===== src/rtl/mov_branch_seq_pkg.sv =====
// Shared op codes and control-FSM state type for the move/branch execution unit.
package movbr_pkg;

    localparam int unsigned OP_BCF = 0;
    localparam int unsigned OP_BBF = 1;
    localparam int unsigned OP_BUC = 2;
    localparam int unsigned OP_TOG = 3;

    typedef enum logic [1:0] {
        ST_RUN,
        ST_FLUSH,
        ST_HALT
    } state_e;

endpackage


===== src/rtl/mov_branch_seq_pc_offset_add.sv =====
// Wrapping program-counter adder: sign-extends (or truncates) a DATA_W offset to PC_W.
module pc_offset_add #(
    parameter int PC_W   = 8,
    parameter int DATA_W = 8
) (
    input  logic [PC_W-1:0]   pc,
    input  logic [DATA_W-1:0] offset,
    output logic [PC_W-1:0]   sum
);

    logic [PC_W-1:0] off_ext;

    generate
        if (DATA_W >= PC_W) begin : g_trunc
            always_comb off_ext = offset[PC_W-1:0];
        end else begin : g_sext
            always_comb off_ext = {{(PC_W-DATA_W){offset[DATA_W-1]}}, offset};
        end
    endgenerate

    always_comb sum = pc + off_ext;

endmodule


===== src/rtl/mov_branch_seq.sv =====
// Move/branch execution unit: register moves, conditional branches, out-pin toggle,
// program counter and RUN/FLUSH/HALT control FSM.
module mov_branch_seq
    import movbr_pkg::*;
#(
    parameter int DATA_W = 8,
    parameter int ADDR_W = 2,
    parameter int PC_W   = 8
) (
    input  logic                clk,
    input  logic                rst,
    input  logic                instr_valid,
    input  logic [2*ADDR_W-1:0] addrs,
    input  logic [DATA_W-1:0]   src_data,
    input  logic [DATA_W-1:0]   offset,
    input  logic                carry_flag,
    input  logic                borrow_flag,
    output logic [PC_W-1:0]     pc,
    output logic                mov_we,
    output logic [ADDR_W-1:0]   mov_waddr,
    output logic [DATA_W-1:0]   mov_wdata,
    output logic                taken,
    output logic                flush,
    output logic                halted,
    output logic                out_sel,
    output logic [DATA_W-1:0]   out_bus
);

    state_e              state_q, state_d;
    logic [PC_W-1:0]     pc_q, pc_d;
    logic                out_sel_q, out_sel_d;
    logic                mov_we_q, mov_we_d;
    logic [ADDR_W-1:0]   mov_waddr_q, mov_waddr_d;
    logic [DATA_W-1:0]   mov_wdata_q, mov_wdata_d;
    logic                taken_q, taken_d;
    logic                flush_q, flush_d;
    logic                halted_q, halted_d;

    logic [ADDR_W-1:0]   res_addr, src_addr;
    logic [PC_W-1:0]     pc_inc, pc_br;
    logic                accept, is_branch, branch_cond;

    pc_offset_add #(.PC_W(PC_W), .DATA_W(DATA_W)) u_br_add (
        .pc     (pc_q),
        .offset (offset),
        .sum    (pc_br)
    );

    pc_offset_add #(.PC_W(PC_W), .DATA_W(DATA_W)) u_inc_add (
        .pc     (pc_q),
        .offset (DATA_W'(1)),
        .sum    (pc_inc)
    );

    always_comb begin
        res_addr    = addrs[2*ADDR_W-1:ADDR_W];
        src_addr    = addrs[ADDR_W-1:0];
        accept      = (state_q == ST_RUN) && instr_valid;
        is_branch   = 1'b0;
        branch_cond = 1'b0;

        pc_d        = pc_q;
        out_sel_d   = out_sel_q;
        mov_we_d    = 1'b0;
        mov_waddr_d = mov_waddr_q;
        mov_wdata_d = mov_wdata_q;
        taken_d     = 1'b0;
        // FLUSH lasts one cycle and discards whatever is presented meanwhile.
        state_d     = (state_q == ST_FLUSH) ? ST_RUN : state_q;

        if (accept) begin
            if (res_addr != src_addr) begin
                mov_we_d    = 1'b1;
                mov_waddr_d = res_addr;
                mov_wdata_d = src_data;
                pc_d        = pc_inc;
            end else begin
                case (src_addr)
                    ADDR_W'(OP_BCF): begin is_branch = 1'b1; branch_cond = carry_flag;  end
                    ADDR_W'(OP_BBF): begin is_branch = 1'b1; branch_cond = borrow_flag; end
                    ADDR_W'(OP_BUC): begin is_branch = 1'b1; branch_cond = 1'b1;        end
                    ADDR_W'(OP_TOG): begin out_sel_d = ~out_sel_q; pc_d = pc_inc;       end
                    default:         pc_d = pc_inc;
                endcase
                if (is_branch) begin
                    if (branch_cond) begin
                        pc_d    = pc_br;
                        taken_d = 1'b1;
                        state_d = (offset == '0) ? ST_HALT : ST_FLUSH;
                    end else begin
                        pc_d = pc_inc;
                    end
                end
            end
        end

        flush_d  = (state_d == ST_FLUSH);
        halted_d = (state_d == ST_HALT);
    end

    always_ff @(posedge clk) begin
        if (rst) begin
            state_q     <= ST_RUN;
            pc_q        <= '0;
            out_sel_q   <= 1'b0;
            mov_we_q    <= 1'b0;
            mov_waddr_q <= '0;
            mov_wdata_q <= '0;
            taken_q     <= 1'b0;
            flush_q     <= 1'b0;
            halted_q    <= 1'b0;
        end else begin
            state_q     <= state_d;
            pc_q        <= pc_d;
            out_sel_q   <= out_sel_d;
            mov_we_q    <= mov_we_d;
            mov_waddr_q <= mov_waddr_d;
            mov_wdata_q <= mov_wdata_d;
            taken_q     <= taken_d;
            flush_q     <= flush_d;
            halted_q    <= halted_d;
        end
    end

    always_comb begin
        pc        = pc_q;
        out_sel   = out_sel_q;
        mov_we    = mov_we_q;
        mov_waddr = mov_waddr_q;
        mov_wdata = mov_wdata_q;
        taken     = taken_q;
        flush     = flush_q;
        halted    = halted_q;
        out_bus   = out_sel_q ? DATA_W'(pc_q) : offset;
    end

endmodule


===== config.mk =====
export PLATFORM = sky130hd
export DESIGN_NAME = mov_branch_seq
export DESIGN_NICKNAME = d
export VERILOG_FILES = /design/src/rtl/mov_branch_seq_pkg.sv /design/src/rtl/mov_branch_seq_pc_offset_add.sv /design/src/rtl/mov_branch_seq.sv
export SDC_FILE = /design/constraint.sdc
export NUM_CORES = 1
export LEC_CHECK = 0
export ABC_CLOCK_PERIOD_IN_PS = 1800
export CAP_MARGIN = 0
export CELL_PAD_IN_SITES_DETAIL_PLACEMENT = 1
export CELL_PAD_IN_SITES_GLOBAL_PLACEMENT = 1
export CORE_AREA = 2 2 81 83
export DETAILED_ROUTE_END_ITERATION = 10
export DIE_AREA = 0 0 83 85
export PLACE_DENSITY_LB_ADDON = 0.1
export SYNTH_ARGS = -nofsm -noshare
export SYNTH_HDL_FRONTEND = slang
export SYNTH_HIERARCHICAL = 1
export SYNTH_SLANG_ARGS = --single-unit

===== constraint.sdc =====
create_clock -name clk -period 1.8 [get_ports clk]
set_clock_uncertainty 0.15 [all_clocks]
set_input_delay 0.27 -clock clk [delete_from_list [all_inputs] [get_ports clk]]
set_output_delay 0.27 -clock clk [all_outputs]
set_load 0.05 [all_outputs]

==> impl_results.md, run 1 <==
* Status: complete, but fails checks
* Failing checks: negative setup slack
* Clk slew on worst S/H paths at 0.10 ns
* Layout area overhead at 73.17%
* Die width at approximately 83 µm
* Critical R2R Capture: pc[6]
* Hold Path End: mov_waddr[1]
* Hpwl dp at 4.657 mm
* Total of max-cap violations at 0
* Ys flop type: dfxtp_1
* Final Hold Fails at 0
* Synth area leaders: dfxtp_1 (27%), ha_1 (9.5%), mux2i_1 (5.4%), mux2_2 (4.9%), a21oi_1 (4.6%)
* Library cells used by synthesis at 46
* CTS root buf: clkbuf_8
* Sinks on Clock Net at 25
* Hold path startpoint: addrs[3]
* DR vias at ~2000
* Yosys reg bits at 25
* Nature of the critical path endpoint: flop
* Worst Path Arrival at slightly below 2 ns
* Worst min-delay path class: in2reg
* P_leak at 1.399 nW
* Reg area at 520.5 µm²
* Crit path max fanout at 4
* Final ANT Viol Nets at 0
* Largest net degree at the start of global routing at 16
* FF-to-FF Start: pc[0]
* Synth warn at 6
* Cells after synthesis at 210
* DP Area at 2942 µm²
* Number of fill cells at ~710
* Chip height at between 80 and 90 µm
* Skew-Pair Late Insertion Delay at about 0.27 ns
* CTS buffer count at 3
* Final WL at 5.727 mm
* Wire length of the first global-routing pass at approximately 9.5 mm
* Post-synth ARST share at 0%
* Initial antenna violation count at 0
* Yosys top cell by area: dfxtp_1
* Avg Vias per Cell at between 4 and 5
* PortBufs at between 50 and 60
* Final Cycle Share at 107.3%
* R2R depth at 8
* Buffer depth of the longest clock path at 2
* Layout cells sized above 1 at between 40% and 50%
* Setup tns final at -0.2622 ns
* Sequential fraction of the synthesis area at between 20 and 30%
* Setup violations, final at 2
* CP delay by family, top: compound AO/OA/AOI/OAI gates
* Unrepaired setup endpoints after global routing: true
* Drt first pass iters at 4
* ANT cells at 0
* Design Area, Final at around 3200 µm²
* GRT Total Usage at between 10% and 20%
* CP Buf/Inv Count at 1
* Commonest non-fill, non-tap cells in the layout: buf_4 (73), dfxtp_1 (17), clkdlybuf4s50_1 (17), nor2_1 (16), a21oi_1 (14)
* GRT overflow at 0
* DRT iter0 DRCs at 31
* I/O pin cnt at 56
* Cell Pwr Density at between 600 and 700 nW/µm²
* Rows at 29
* Synth top area share at 27.17%
* Routability cong. at between 0.7 and 0.8
* Worst Hold Depth at 4
* Critical-path top delay cell: dfxtp_4
* H-tree level count at 1
* EDFF count, synth at 0
* Hold-fix buffer count after cts at 0
* Vias in the first global route at between 2000 and 2500
* Post-Syn Area at 1842 µm²
* Final WS setup at -0.1314 ns
* Max incr delay on CP at 0.38 ns
* Full die area at just over 7000 µm²
* Fin nets at 366
* Synth Area per Inst at 8.770 µm²
* Flop2flop setup slack at -0.13 ns
* WP data required at approximately 1.8 ns
* Drc violations at 0
* Tmin final at 1.931 ns
* Worst vdd ir at about 0.30 mV
* Worst-path cell chain: ha_4, inv_2, fa_2, nor2b_4, o31a_1, o311ai_2, a31oi_1, a211oi_1
* Fin. max-slew vios at 0
* CTS tree: done
* DR WL/cell at roughly 14 µm
* Setup Crit Path Kind: reg2reg
* Core area at slightly above 6000 µm²
* Startpoint Class: flop
* Area of the multi-input gates at around 1500 µm²
* Most common cell after layout, fill and taps aside: buf_4
* Fmax at approximately 520 MHz
* Starting Density at between 20% and 30%
sequential cells by signal, indices dropped and copies added (netlist names):
register   flops
halted         1
out_sel        1
pc             8
taken          1
mov_wdata      8
mov_waddr      2
mov_we         1
flush          1
state_q        2
metal layers:
metal	share of wire (%)	vias to the layer above	wire length [µm]	global-route usage [%]
met4	0.68	0	39	3.130
met5	0	-	0	0
li1	-	1002	-	-
met2	48	29	2745	27.71
met3	2.7	2	152	1.848
met1	49	940	2790	22.41
tightest hold or removal path: stages:
cell            delay, ns
dlymetal6s2s_1       0.11
buf_4                0.13
mux2i_1              0.06
nor2_1               0.08
timing repair:
item | 4_1_cts | 5_1_grt
pin swaps | 16 | 12
buffers inserted | 5 | 0
gates resized for setup | 27 | 15
endpoints found under the setup margin | 9 | 22
cloned | 1 | 0
cell type report:
cell class	instances	share of cell area (%)
Multi-Input combinational cell	173	45.74
Timing Repair Buffer	110	32.01
Sequential cell	25	16.32
Tap cell	77	3.021
Inverter	12	1.412
Clock buffer	3	1.295
Clock inverter	1	0.1962
cell families after synthesis:
family          synth area share, %
fa+ha+maj                     11.68
buf+inv                       4.415
xor+xnor                      5.231
flops                         27.17
simple gates                  14.33
compound gates                26.43
mux                           10.33
other cells                  0.4078
worst max path at each step:
stage | startpoint | end | slack, ns | cells after the start
after global placement | offset[0] | pc[6] | -0.52 | 9
final | pc[0] | pc[6] | -0.13 | 8
after detailed placement | offset[0] | pc[6] | -0.59 | 9
after floorplan | pc[0] | pc[6] | -0.10 | 8
after CTS | pc[0] | pc[6] | -0.20 | 8
after global routing | pc[0] | pc[4] | -0.24 | 9
power breakdown:
group	switching, mW	internal, mW
sequential	0.0509	0.595
clock	0.189	0.158
combinational	0.549	0.521
metrics by stage:
| step | utilization (%) | setup slack, ns | hold slack, ns | cells | total power [mW] |
|---|---|---|---|---|---|
| 2_1_floorplan | - | -0.1030 | 0.2639 | 217 | 1.219 |
| 3_3_place_gp | 47.41 | -0.5185 | 0.3266 | 391 | 1.625 |
| 3_5_place_dp | 47.41 | -0.5925 | 0.3365 | 391 | 1.638 |
| 4_1_cts | 50.51 | -0.1960 | 0.3359 | 401 | 2.059 |
| 5_1_grt | 51.40 | -0.2426 | 0.2840 | 401 | 2.202 |
| 6_report | 51.40 | -0.1314 | 0.2550 | 401 | 2.064 |
synth_stat cells, drive strengths merged (3+ instances only):
cell and count:
buf 4, o211ai 8, a31oi 8, xnor2 5
mux2 8, dfxtp 25, nor3b 3, a21oi 17
nor3 5, clkbuf 3, inv 12, o311ai 4
a211oi 6, ha 14, xor2 6, mux2i 10
o21ai 19, nand2 5, nor2b 4, nor2 18
(Power assumes the default switching activity.)
==> run 2: changes to the inputs <==
- GPL_ROUTABILITY_DRIVEN: default -> 0
==> results of run 2 <==
Final layout, timing and power as in run 1 (identical DEF).
